--- src/rtl/demux_rr_sched.sv ---
// Round-robin scheduler sharing one 1-to-4 demux between four requesters.
// Grants one destination at a time for up to DWELL cycles, with GAP idle cycles between grants.
module demux_rr_sched #(
    parameter int unsigned DWELL = 4,
    parameter int unsigned GAP   = 1
) (
    input  logic       clk,
    input  logic       rst_n,
    input  logic       en,
    input  logic       din,
    input  logic [3:0] req,
    input  logic [3:0] rel,
    output logic [1:0] sel,
    output logic [3:0] gnt,
    output logic [3:0] y,
    output logic       busy
);

    localparam int unsigned N_DEST = 4;
    localparam int unsigned CNT_W  = 8;
    localparam int unsigned GCNT_W = 4;
    localparam logic [CNT_W-1:0]  CNT_INIT  = CNT_W'(DWELL - 1);
    localparam logic [GCNT_W-1:0] GCNT_INIT = (GAP > 0) ? GCNT_W'(GAP - 1) : '0;

    typedef enum logic [1:0] {
        S_IDLE  = 2'd0,
        S_GRANT = 2'd1,
        S_GAP   = 2'd2
    } state_t;

    state_t              state_q, state_d;
    logic [3:0]          gnt_q, gnt_d;
    logic [1:0]          sel_q, sel_d;
    logic [1:0]          ptr_q, ptr_d;
    logic [CNT_W-1:0]    cnt_q, cnt_d;
    logic [GCNT_W-1:0]   gcnt_q, gcnt_d;
    logic                busy_q, busy_d;

    logic                found;
    logic [1:0]          winner;
    logic [1:0]          idx;
    logic                leave_grant;

    // First set request searching ptr, ptr+1, ... modulo 4.
    always_comb begin
        found  = 1'b0;
        winner = 2'd0;
        idx    = 2'd0;
        for (int i = 0; i < int'(N_DEST); i++) begin
            idx = ptr_q + 2'(i);
            if (!found && req[idx]) begin
                found  = 1'b1;
                winner = idx;
            end
        end
    end

    assign leave_grant = (cnt_q == '0) || rel[sel_q] || !req[sel_q] || !en;

    always_comb begin
        state_d = state_q;
        gnt_d   = gnt_q;
        sel_d   = sel_q;
        ptr_d   = ptr_q;
        cnt_d   = cnt_q;
        gcnt_d  = gcnt_q;
        case (state_q)
            S_IDLE: begin
                gnt_d = 4'b0000;
                if (en && found) begin
                    state_d = S_GRANT;
                    sel_d   = winner;
                    gnt_d   = 4'b0001 << winner;
                    cnt_d   = CNT_INIT;
                end
            end
            S_GRANT: begin
                if (leave_grant) begin
                    // Advancing ptr past the holder keeps it from winning while others wait.
                    gnt_d = 4'b0000;
                    ptr_d = sel_q + 2'd1;
                    if (GAP > 0) begin
                        state_d = S_GAP;
                        gcnt_d  = GCNT_INIT;
                    end else begin
                        state_d = S_IDLE;
                    end
                end else begin
                    cnt_d = cnt_q - CNT_W'(1);
                end
            end
            S_GAP: begin
                gnt_d = 4'b0000;
                if (gcnt_q == '0) begin
                    state_d = S_IDLE;
                end else begin
                    gcnt_d = gcnt_q - GCNT_W'(1);
                end
            end
            default: begin
                state_d = S_IDLE;
                gnt_d   = 4'b0000;
            end
        endcase
        busy_d = (state_d != S_IDLE);
    end

    always_ff @(posedge clk or negedge rst_n) begin
        if (!rst_n) begin
            state_q <= S_IDLE;
            gnt_q   <= 4'b0000;
            sel_q   <= 2'd0;
            ptr_q   <= 2'd0;
            cnt_q   <= '0;
            gcnt_q  <= '0;
            busy_q  <= 1'b0;
        end else begin
            state_q <= state_d;
            gnt_q   <= gnt_d;
            sel_q   <= sel_d;
            ptr_q   <= ptr_d;
            cnt_q   <= cnt_d;
            gcnt_q  <= gcnt_d;
            busy_q  <= busy_d;
        end
    end

    assign gnt  = gnt_q;
    assign sel  = sel_q;
    assign busy = busy_q;
    assign y    = {4{din}} & gnt_q;

endmodule

--- config.mk ---
export PLATFORM = sky130hd
export DESIGN_NAME = demux_rr_sched
export DESIGN_NICKNAME = d
export VERILOG_FILES = /design/src/rtl/demux_rr_sched.sv
export SDC_FILE = /design/constraint.sdc
export NUM_CORES = 1
export LEC_CHECK = 0
export ABC_AREA = 1
export BUFFER_PORTS_ARGS = -buffer_cell sky130_fd_sc_hd__buf_2
export CORE_AREA = 2 2 68 70
export CTS_CLUSTER_SIZE = 12
export DETAILED_ROUTE_END_ITERATION = 16
export DIE_AREA = 0 0 70 72
export PLACE_DENSITY_LB_ADDON = 0.12
export SLEW_MARGIN = 20
export SYNTH_ARGS = -nofsm -noshare
export SYNTH_HDL_FRONTEND = slang
export SYNTH_SLANG_ARGS = --single-unit
--- constraint.sdc ---
create_clock -name clk -period 3 [get_ports clk]
set_input_delay 0.9 -clock clk [delete_from_list [all_inputs] [get_ports clk]]
set_output_delay 0.9 -clock clk [all_outputs]
set_load 0.02 [all_outputs]
Word-level counts from Yosys, hierarchy flattened
Index checks and enable logic that the tools add are counted.

operators by class
  add/sub/neg operators = 6
  multiply operators = 0
  div/mod/pow operators = 0
  order comparisons = 5
  equal/unequal tests = 6
  shifts and indexed selects = 1
  mux-type cells = 32
  bitwise gates (word level) = 1
  reductions and logical operators = 22

operator list
  cell                                                                           count
  8-bit two-way mux                                                              2
  4-bit case mux with 2 select lines                                             2
  8-bit case mux with 2 select lines                                             1
  2-bit by 3-bit less-than comparator with 1-bit output (second input constant)  5
  2-bit two-way mux                                                              7
  1-bit binary-select mux with 2-bit select                                      6
  4-bit two-way mux                                                              3
  1-bit two-way mux                                                              10
  8-bit zero test                                                                1
  2-bit inequality test (second input constant)                                  4
  8-bit by 1-bit subtractor with 8-bit output (second input constant)            1
  2-bit case mux with 3 select lines                                             1
  3-bit AND reduction                                                            2
  2-bit nonzero test                                                             3
  1-bit zero test                                                                5
  2-bit by 1-bit adder with 2-bit output (second input constant)                 2
  2-bit adder (second input constant)                                            2
  4-bit bitwise AND                                                              1
  1-bit logical AND                                                              4
  4-bit zero test                                                                1
  2-bit AND reduction                                                            2
  1-bit by 2-bit left shift with 4-bit output (first input constant)             1
  4-bit by 1-bit subtractor with 4-bit output (second input constant)            1
  1-bit logical OR                                                               3
  3 further kinds                                                                3

word-level totals
  register bits = 23
  bits in latches = 0
  memory bits (writable) = 0
  memory bits (read-only) = 0
  bits of input ports = 12
  output and inout bits = 11
  logic and storage cells = 80
  memories = 0

Logic depth before layout (Yosys ltp)
Gate-level depths: netlist of run 1.

  depth after elaboration = 16
  mapped depth = 12
  mapped depth without buffers = 12

Worst setup path before layout of run 1
Ideal clock, no wire load.

  kind = input-to-output
  start = input port din
  end = output port y[2]
  arrival = 1083 ps
  required time = 2100 ps
  slack = 1017 ps
  stages = 2
  path buffers = 0
  cell sequence = nand2_1 -> inv_1

between the ends
  word-level cells in the longest chain between the ends = 1

RTL lines
  what                RTL line  text
  start: declaration  10        input logic din,
  4-bit bitwise AND   131       assign y = {4{din}} & gnt_q;
  end: declaration    15        output logic [3:0] y,

Every way passes these cells.

Worst setup path after layout of run 1
Ends and elaborated chain as after synthesis.

==> results.yml, run 1 <==
finish:
  fillers: 471
  stdcell_area_sq_um: 1660
  finalNonFillerCells: 288
  finish.net_count: 252
  antenna_cells: 0
  area_growth_pct: 13.0
  drive_above_1_share: 0.191
setup_path:
  r2r_setup_slack_ps: 990
  crit_fanout: 4
  critPathArrivalTime_ps: 1260
  cp-start-kind: "primary input"
  end_kind: "primary output"
  worstSetupPathType: "in -> out"
  crit_required_ps: 2100
synthesis:
  synth_compound_area_frac: 0.0911
  synth.avg_cell_area_sq_um: 6.90
  synth_ff_type: "dfrtp_1"
  syn-num-nets: 228
  async_flop_share: 1.00
  synth_commonest_cells: "73 x nand2_1, 28 x inv_1, 24 x nor2_1"
  yosysUniqueCellTypes: 25
  ys_seq_area_frac: 0.392
  synth_top_area_share: 0.392
  synth_area_sq_um: 1470
  ys_ff_latch: 23
  synth-simple-area-share: 0.375
  ys_warn_count: 0
  synth-adder-area-share: 0.0256
  synth.area.top_cells: "dfrtp_1 39%, nand2_1 19%, inv_1 7.2%"
  syn_inst: 213
  synthMostInstantiatedCell: "nand2_1"
  synth-xor-area-share: 0.0119
  synth-edff-count: 0
  yosys.area.top_type: "dfrtp_1"
  synth_top_family_by_area: "simple AND/OR/NAND/NOR gates"
  synth.area.mux_share: 0
cts:
  h-tree-depth: 1
  clk_path_buf_depth: 2
  cts_resized: 0
  tritoncts: "done"
  post_cts_buffers: 0
  clkSinkCount: 23
  clk_latency_ps: 270
  clkTransAtPathRegs_ps: 80
  cts_inserted_buffers: 3
  ctsHoldBuffers: 0
  root_buffer: "clkbuf_8"
sta:
  timing.final.crit_share: 0.719
  slew_violations: 0
  worstMarginPinSlew_ps: 524
  setup_tns_ps: 0
  rsz0062_at_grt: "no"
  skew_ps: 7.89
  period_needed_ps: 2160
  hold_viol: 0
  setup_viol: 0
  slew_headroom: 0.651
  fmax_mhz: 463
place:
  dp_hpwl_um: 2380
  place_congestion: 0.838
  port_buffers: 22
  placedCellCount: 284
  place_area_sq_um: 1610
global_route:
  grt_max_degree: 24
  antenna_found_initial: 0
  grt.busiest_layer: "met2"
  grt_use_total: 0.133
  use_met1: 0.168
  grt-ovfl-total: 0
  met3_usage: 0.0222
  grt_pass1_vias: 1197
  grt_pass1_wl_um: 5410
  grt_util_met2: 0.231
pwr:
  swShare: 0.488
  internal_power_mw: 0.741
  clock_power_share: 0.137
  vdd_drop_max_v: 0.000288
  p_sw_mw: 0.705
  combPwrFrac: 0.528
  p_leak_nw: 0.962
  power_frac_seq: 0.336
  power.density_nw_per_um2: 871
die:
  die_x_um: 70
  die_y_um: 72
  core_area_sq_um: 4260
  fp-row-count: 24
  die_area_sq_um: 5040
  io_pins: 23
  start_util: 0.344
outcome:
  status: "finished clean"
detailed_routing:
  vias: 1312
  wirelength_um: 3050
  dr.pass1.iters: 4
  via_per_inst: 4.56
  ant_nets: 0
  drc: 0
  drt_iter0_markers: 44
  wl_per_cell_um: 10.6
flow_run:
  cap_violations: 0
min_path:
  min_path_type: "reg -> reg"
-- power groups by stage --
stage	Combinational, mW	Clock [mW]	Sequential [mW]
2_1_floorplan	0.587	0	0.515
3_3_place_gp	0.777	0	0.494
3_5_place_dp	0.777	0	0.493
4_1_cts	0.778	0.205	0.487
5_1_grt	0.888	0.216	0.501
6_report	0.763	0.198	0.485
-- cell families after synthesis --
logic type	count (synthesis)
xor+xnor	2
buf+inv	36
compound gates	21
simple gates	128
fa+ha+maj	3
flops	23
-- final timing paths --
check / startpoint / end / cells after the start
setup / recovery: din / y[2] / 4
hold / removal: gnt[0]$_DFFE_PN0P_ / gnt[0]$_DFFE_PN0P_ / 2
setup reg to reg: ptr_q[0]$_DFFE_PN0N_ / cnt_q[1]$_DFFE_PN0P_ / 10
hold reg to reg: gnt[0]$_DFFE_PN0P_ / gnt[0]$_DFFE_PN0P_ / 2
max in group asynchronous: rst_n / gnt[2]$_DFFE_PN0P_ / 1
min in group asynchronous: rst_n / gcnt_q[3]$_DFFE_PN0P_ / 1
-- worst max-delay path, cell delays in order --
cell     delay (ps)
buf_2           120
nand2_1          60
inv_1            30
buf_2           140
-- cell type report --
| type | count | area [sq um] | area share |
|---|---|---|---|
| clock buffer | 3 | 41.3 | 0.0249 |
| clock inverter | 1 | 5.00 | 0.00301 |
| inverter | 33 | 124 | 0.0746 |
| multi-input combinational | 154 | 739 | 0.445 |
| sequential | 23 | 576 | 0.347 |
| tap | 52 | 65.1 | 0.0392 |
| timing repair buffer | 22 | 110 | 0.0663 |
-- state kept, by name (all words and copies together), names as in the netlist --
name	cells
ptr_q	2
busy	1
gnt	4
gcnt_q	4
cnt_q	8
state_q	2
sel	2
-- stage by stage --
stage                     worst slack [ps]  hold WS [ps]  utilization  total power, mW
after global placement                 709           490        0.379             1.27
after CTS                              837           514        0.389             1.47
final                                  842           509        0.389             1.45
after global routing                   772           532        0.389             1.61
after detailed placement               647           492        0.379             1.27
after floorplan                       1020           487            -             1.10
-- routing by layer --
metal,share of wire,wire length (um)
met5,0,0
met4,0.0095,29
met3,0.033,100
met2,0.49,1500
met1,0.46,1410
-- placed cells by master, fill, tap and decap left out --
cell type and n:
nor3_1 1, clkinv_1 1, nand3_2 3, ha_1 3, buf_2 22, a21oi_1 4, a21oi_4 1, o21a_1 1
nor2_1 24, o21ai_1 1, inv_2 4, or2_1 1, nor2_2 3, nand2_1 73, nand4_1 2, o21ai_0 11
clkbuf_8 3, o31ai_2 1, nand2_2 5, dfrtp_1 23, inv_1 28, nand3_1 15, xor2_1 2, nor3b_1 1
clkinv_2 1, a21oi_2 2
No activity file was read; power rests on OpenSTA's default activity.
==> inputs of run 2 (changes only) <==
==> constraint.sdc (replaced) <==
create_clock -name clk -period 2.2 [get_ports clk]
set_input_delay 0.66 -clock clk [delete_from_list [all_inputs] [get_ports clk]]
set_output_delay 0.66 -clock clk [all_outputs]
set_load 0.02 [all_outputs]
==> run 2 against run 1 <==
  * Die area stayed put
  * Critical path depth up 7
  * Sequential cell count unchanged
  * Routed wire length fell by 1.9%
  * Final cell count rose by 0.69%
  * Clock-buffer cell count grew 1
  * Sequential share of layout area fell by 0.29 points
  * Combinational power up 39%
  * Sequential power up 34%
  * Largest cell class unchanged
  * Largest power group unchanged
==> results.yml, run 2 (synthesis gave the netlist of run 1 again) <==
outcome:
  status: "finished clean"
cts:
  root_buffer: "clkbuf_8"
  tritoncts: "done"
  cts_resized: 0
  clk_latency_ps: 260
  clkSinkCount: 23
  cts_inserted_buffers: 3
  ctsHoldBuffers: 0
  clkTransAtPathRegs_ps: 80
  clk_path_buf_depth: 2
  h-tree-depth: 1
  post_cts_buffers: 0
sta:
  skew_ps: 4.69
  period_needed_ps: 1770
  rsz0062_at_grt: "no"
  fmax_mhz: 565
  setup_viol: 0
  slew_headroom: 0.640
  slew_violations: 0
  hold_ws_ps: 367
  setup_tns_ps: 0
  hold_viol: 0
  timing.final.crit_share: 0.805
  worstMarginPinSlew_ps: 540
finish:
  drive_above_1_share: 0.193
  final_common_cell: "nand2_1"
  area_growth_pct: 14.0
  antenna_cells: 0
  largest_reg_flops: 8
  finish.net_count: 254
  top_register: "cnt_q"
  finalNonFillerCells: 290
  layout_common_cells: "73 x nand2_1, 28 x inv_1, 24 x nor2_1, 23 x dfrtp_1, 22 x buf_2"
  stdcell_area_sq_um: 1670
global_route:
  antenna_found_initial: 0
  grt_max_degree: 24
  grt-ovfl-total: 0
  grt_use_total: 0.133
  grt_pass1_vias: 1181
  grt_pass1_wl_um: 5270
pwr:
  power.density_nw_per_um2: 1180
  p_leak_nw: 0.969
  vdd_drop_max_v: 0.000426
flow_run:
  cap_violations: 0
min_path:
  min_path_type: "in -> async"
detailed_routing:
  wirelength_um: 2990
  via_per_inst: 4.42
  wl_per_cell_um: 10.3
  vias: 1283
  drc: 0
  dr.pass1.iters: 4
  ant_nets: 0
  drt_iter0_markers: 44
die:
  start_util: 0.344
  io_pins: 23
  die_area_sq_um: 5040
  core_area_sq_um: 4260
  die_y_um: 72
  fp-row-count: 24
  die_x_um: 70
place:
  port_buffers: 22
  place_congestion: 0.796
  dp_hpwl_um: 2400
  placedCellCount: 286
  place_area_sq_um: 1630
setup_path:
  worstSetupPathType: "reg -> reg"
  crit_fanout: 6
  end_kind: "register"
  cp-start-kind: "register"
  crit_required_ps: 2390
  critPathArrivalTime_ps: 1960
==> run 2: changes by cell type in the layout (fill, tap and decap cells not counted), sizes merged <==
| cell | change |
|---|---|
| buf | +2 |
| clkbuf | +1 |
| clkinv | -1 |
==> run 2: layout make-up <==
| cell class | count | area, sq um |
|---|---|---|
| fill | 471 | 2590 |
| inverter | 33 | 124 |
| tap | 52 | 65.1 |
| sequential | 23 | 576 |
| clock buffer | 4 | 45.0 |
| timing repair buffer | 24 | 125 |
| multi-input combinational | 154 | 739 |
==> run 2: per-stage QoR <==
stage               power [mW]  worst slack (ps)  utilization
global route              2.21               259        0.393
finish                    1.97               429        0.393
global placement          1.75               217        0.382
detailed placement        1.75               181        0.382
floorplan                 1.50               520            -
CTS                       2.02               409        0.393
==> run 2: metal layers <==
metal  up-vias  global-route usage  wire, um
met4         0              0.0577        58
li1        705                   -         -
met1       561               0.167      1410
met3         5              0.0208        79
met5         -                   0         0
met2        12               0.228      1440
==> run 2: power breakdown <==
group	internal (mW)	total, mW	leakage, nW	switching (mW)
clock network	0.129	0.258	0.0228	0.129
logic	0.354	1.06	0.650	0.711
registers	0.549	0.650	0.296	0.102
==> run 2: final timing paths <==
check	start	to	slack, ps	cells after the start
worst max register to register	ptr_q[0]$_DFFE_PN0N_	cnt_q[4]$_DFFE_PN0P_	430	11
max in group asynchronous	rst_n	cnt_q[4]$_DFFE_PN0P_	1460	1
worst max-delay path	ptr_q[0]$_DFFE_PN0N_	cnt_q[4]$_DFFE_PN0P_	430	11
min in group clk	gnt[1]$_DFFE_PN0P_	gnt[1]$_DFFE_PN0P_	510	2
worst min-delay path	rst_n	gcnt_q[0]$_DFFE_PN0P_	370	1
worst min register to register	gnt[1]$_DFFE_PN0P_	gnt[1]$_DFFE_PN0P_	510	2
==> run 2: critical path, cell delays in order, from the launching register on <==
cell and delay (ps):
dfrtp_1 460, buf_4 190, nand2_1 60, nand2_1 80, nand2_1 80, nand2_1 60
nor2_2 150, nand3_2 100, nand2_2 170, buf_4 180, inv_2 50, a21oi_2 120
==> inputs of run 3 (changes only) <==
--- a/config.mk
+++ b/config.mk
@@ -5,12 +5,12 @@
 export SDC_FILE = /design/constraint.sdc
 export NUM_CORES = 1
 export LEC_CHECK = 0
-export ABC_AREA = 1
+export ABC_AREA = 0
 export BUFFER_PORTS_ARGS = -buffer_cell sky130_fd_sc_hd__buf_2
-export CORE_AREA = 2 2 68 70
+export CORE_AREA = 2 2 63 65
 export CTS_CLUSTER_SIZE = 12
 export DETAILED_ROUTE_END_ITERATION = 16
-export DIE_AREA = 0 0 70 72
+export DIE_AREA = 0 0 65 67
 export PLACE_DENSITY_LB_ADDON = 0.12
 export SLEW_MARGIN = 20
 export SYNTH_ARGS = -nofsm -noshare
==> constraint.sdc (replaced) <==
create_clock -name clk -period 1.6 [get_ports clk]
set_input_delay 0.48 -clock clk [delete_from_list [all_inputs] [get_ports clk]]
set_output_delay 0.48 -clock clk [all_outputs]
set_load 0.02 [all_outputs]
==> run 3 against run 2 <==
  * The run now ends with negative setup slack left
  * Sequential cell count is the same
  * Non-clock buffer count rose by 27
  * Worst hold slack got worse by 180 ps
  * Critical endpoint is now gnt[1]$_DFFE_PN0P_
==> results.yml, run 3 <==
cts:
  h-tree-depth: 1
  clk_latency_ps: 270
  cts_inserted_buffers: 3
  root_buffer: "clkbuf_8"
  tritoncts: "done"
  clkSinkCount: 23
  clk_path_buf_depth: 2
  clkTransAtPathRegs_ps: 90
  ctsHoldBuffers: 0
setup_path:
  end_kind: "register"
  crit_required_ps: 1760
  crit_fanout: 6
  cp-start-kind: "register"
  critPathArrivalTime_ps: 2090
  worstSetupPathType: "reg -> reg"
  slowest_stage: "or4_4"
  crit_path_max_incr_delay_ps: 570
  critPathBufInv: 0
  path_delay_family: "simple AND/OR/NAND/NOR gates"
  crit_chain: "or4_4 > nor4b_4 > or3_4 > nor2_4 > a22o_1"
synthesis:
  synth_area_sq_um: 1250
  synthMostInstantiatedCell: "dfrtp_1"
  synth_top_area_share: 0.459
  ys_warn_count: 0
  synth_ff_type: "dfrtp_1"
  synth.avg_cell_area_sq_um: 9.87
  syn_inst: 127
  syn-num-nets: 142
  synth_commonest_cells: "23 x dfrtp_1, 11 x nor2_1, 8 x inv_1"
  yosys.area.top_type: "dfrtp_1"
  yosysUniqueCellTypes: 42
  ys_seq_area_frac: 0.459
  synth.area.top_cells: "dfrtp_1 46%, mux2i_1 5.6%, nor2_1 3.3%"
  synth-edff-count: 0
  async_flop_share: 1.00
  ys_ff_latch: 23
detailed_routing:
  vias: 1153
  dr.pass1.iters: 4
  drc: 0
  ant_nets: 0
  wirelength_um: 3180
  via_per_inst: 5.06
  drt_iter0_markers: 19
  wl_per_cell_um: 14.0
sta:
  hold_viol: 0
  fmax_mhz: 519
  setup_viol: 20
  worstMarginPinSlew_ps: 539
  worst_slack_ps: -328
  slew_headroom: 0.640
  period_needed_ps: 1930
  slew_violations: 0
  rsz0062_at_grt: "yes"
  timing.final.crit_share: 1.21
  skew_ps: 2.55
  hold_ws_ps: 182
finish:
  finish.net_count: 196
  layout_common_cells: "28 x buf_4, 22 x dfrtp_1, 22 x buf_2, 11 x nor2_1, 8 x inv_1"
  final_common_cell: "buf_4"
  antenna_cells: 0
  area_growth_pct: 39.6
  top_register: "cnt_q"
  drive_above_1_share: 0.394
  stdcell_area_sq_um: 1750
  largest_reg_flops: 8
  fillers: 355
place:
  port_buffers: 22
  place_congestion: 0.791
  dp_slack_ps: -448
  place_area_sq_um: 1630
  dp_hpwl_um: 2360
global_route:
  grt-ovfl-total: 0
  antenna_found_initial: 0
  grt_max_degree: 24
  grt_pass1_vias: 1217
  grt_pass1_wl_um: 5460
  grt_use_total: 0.164
die:
  start_util: 0.348
  die_y_um: 67
  die_area_sq_um: 4360
  die_x_um: 65
  core_area_sq_um: 3610
  io_pins: 23
  fp-row-count: 22
pwr:
  p_sw_mw: 1.01
  swShare: 0.395
  combPwrFrac: 0.500
  p_leak_nw: 0.843
  internal_power_mw: 1.55
  power_frac_seq: 0.353
  clock_power_share: 0.146
  vdd_drop_max_v: 0.000520
  power.density_nw_per_um2: 1460
flow_run:
  cap_violations: 0
outcome:
  status: "complete, but fails checks"
  failed_checks: "negative setup slack"
min_path:
  min_path_type: "in -> async"
[run 3: changes by cell type after synthesis, sizes merged, moves of 4 or more]
cell	change
and2	+4
inv	-24
mux2i	+7
nand2	-71
nand2b	+5
nand3	-16
nor2	-14
o21ai	-7
[run 3: timing repair]
item,4_1_cts,5_1_grt
pin swaps,2,2
setup endpoints to repair,20,20
gates resized for setup,7,6
setup buffers,1,0
[run 3: logic make-up (layout without fill, tap and decap cells)]
group	count (synthesis)	count (layout)	synth area share
adder cells (fa/ha/maj)	3	3	0.0299
AO/OA/AOI/OAI	26	26	0.149
flip-flops	23	23	0.459
AND/OR/NAND/NOR	55	55	0.253
XOR/XNOR	3	3	0.0210
buffers and inverters	10	63	0.0329
multiplexers	7	7	0.0559
[run 3: final cells by class]
class	instances	area [sq um]	share of cell area
clock buffers	4	45.0	0.0257
inverters	8	30.0	0.0172
multi-input cells	94	707	0.404
flip-flops and latches	23	577	0.330
well taps	48	60.1	0.0343
repair buffers	51	332	0.189
[run 3: metrics by stage]
step                      power [mW]  std cells   util  TNS (ps)
after global routing            2.76        228  0.485     -6560
after global placement          2.07        223  0.451     -5810
final                           2.56        228  0.485     -4860
after floorplan                 1.61        127      -     -3350
after CTS                       2.56        228  0.477     -4390
after detailed placement        2.11        223  0.451     -6680
[run 3: per-layer routing]
metal	up-vias	global-route usage	share of wire
li1	564	-	-
met1	567	0.186	0.44
met5	-	0	0
met3	6	0.0253	0.025
met4	0	0.0612	0.017
met2	16	0.309	0.51
[run 3: path summary, 6_finish.rpt]
kind,start,endpoint,slack (ps),cells past startpoint
worst max register to register,cnt_q[3]$_DFFE_PN0P_,gnt[1]$_DFFE_PN0P_,-330,5
worst max-delay path,cnt_q[3]$_DFFE_PN0P_,gnt[1]$_DFFE_PN0P_,-330,5
min in group clk,gnt[2]$_DFFE_PN0P_,gnt[2]$_DFFE_PN0P_,510,1
max in group asynchronous,rst_n,sel[0]$_DFFE_PN0P_,1030,1
worst min-delay path,rst_n,gcnt_q[2]$_DFFE_PN0P_,180,1
worst min register to register,gnt[2]$_DFFE_PN0P_,gnt[2]$_DFFE_PN0P_,510,1
[run 3: worst register-to-register path, stage by stage, from the launching register on]
cell	delay, ps
dfrtp_1	390
or4_4	570
nor4b_4	320
or3_4	240
nor2_4	60
a22o_1	230
[run 3: power by group through the flow]
stage / Sequential (mW) / Clock [mW] / Combinational, mW
floorplan: 0.964 / 0 / 0.649
global placement: 0.908 / 0 / 1.16
detailed placement: 0.911 / 0 / 1.20
CTS: 0.903 / 0.388 / 1.27
global route: 0.932 / 0.409 / 1.42
finish: 0.903 / 0.374 / 1.28
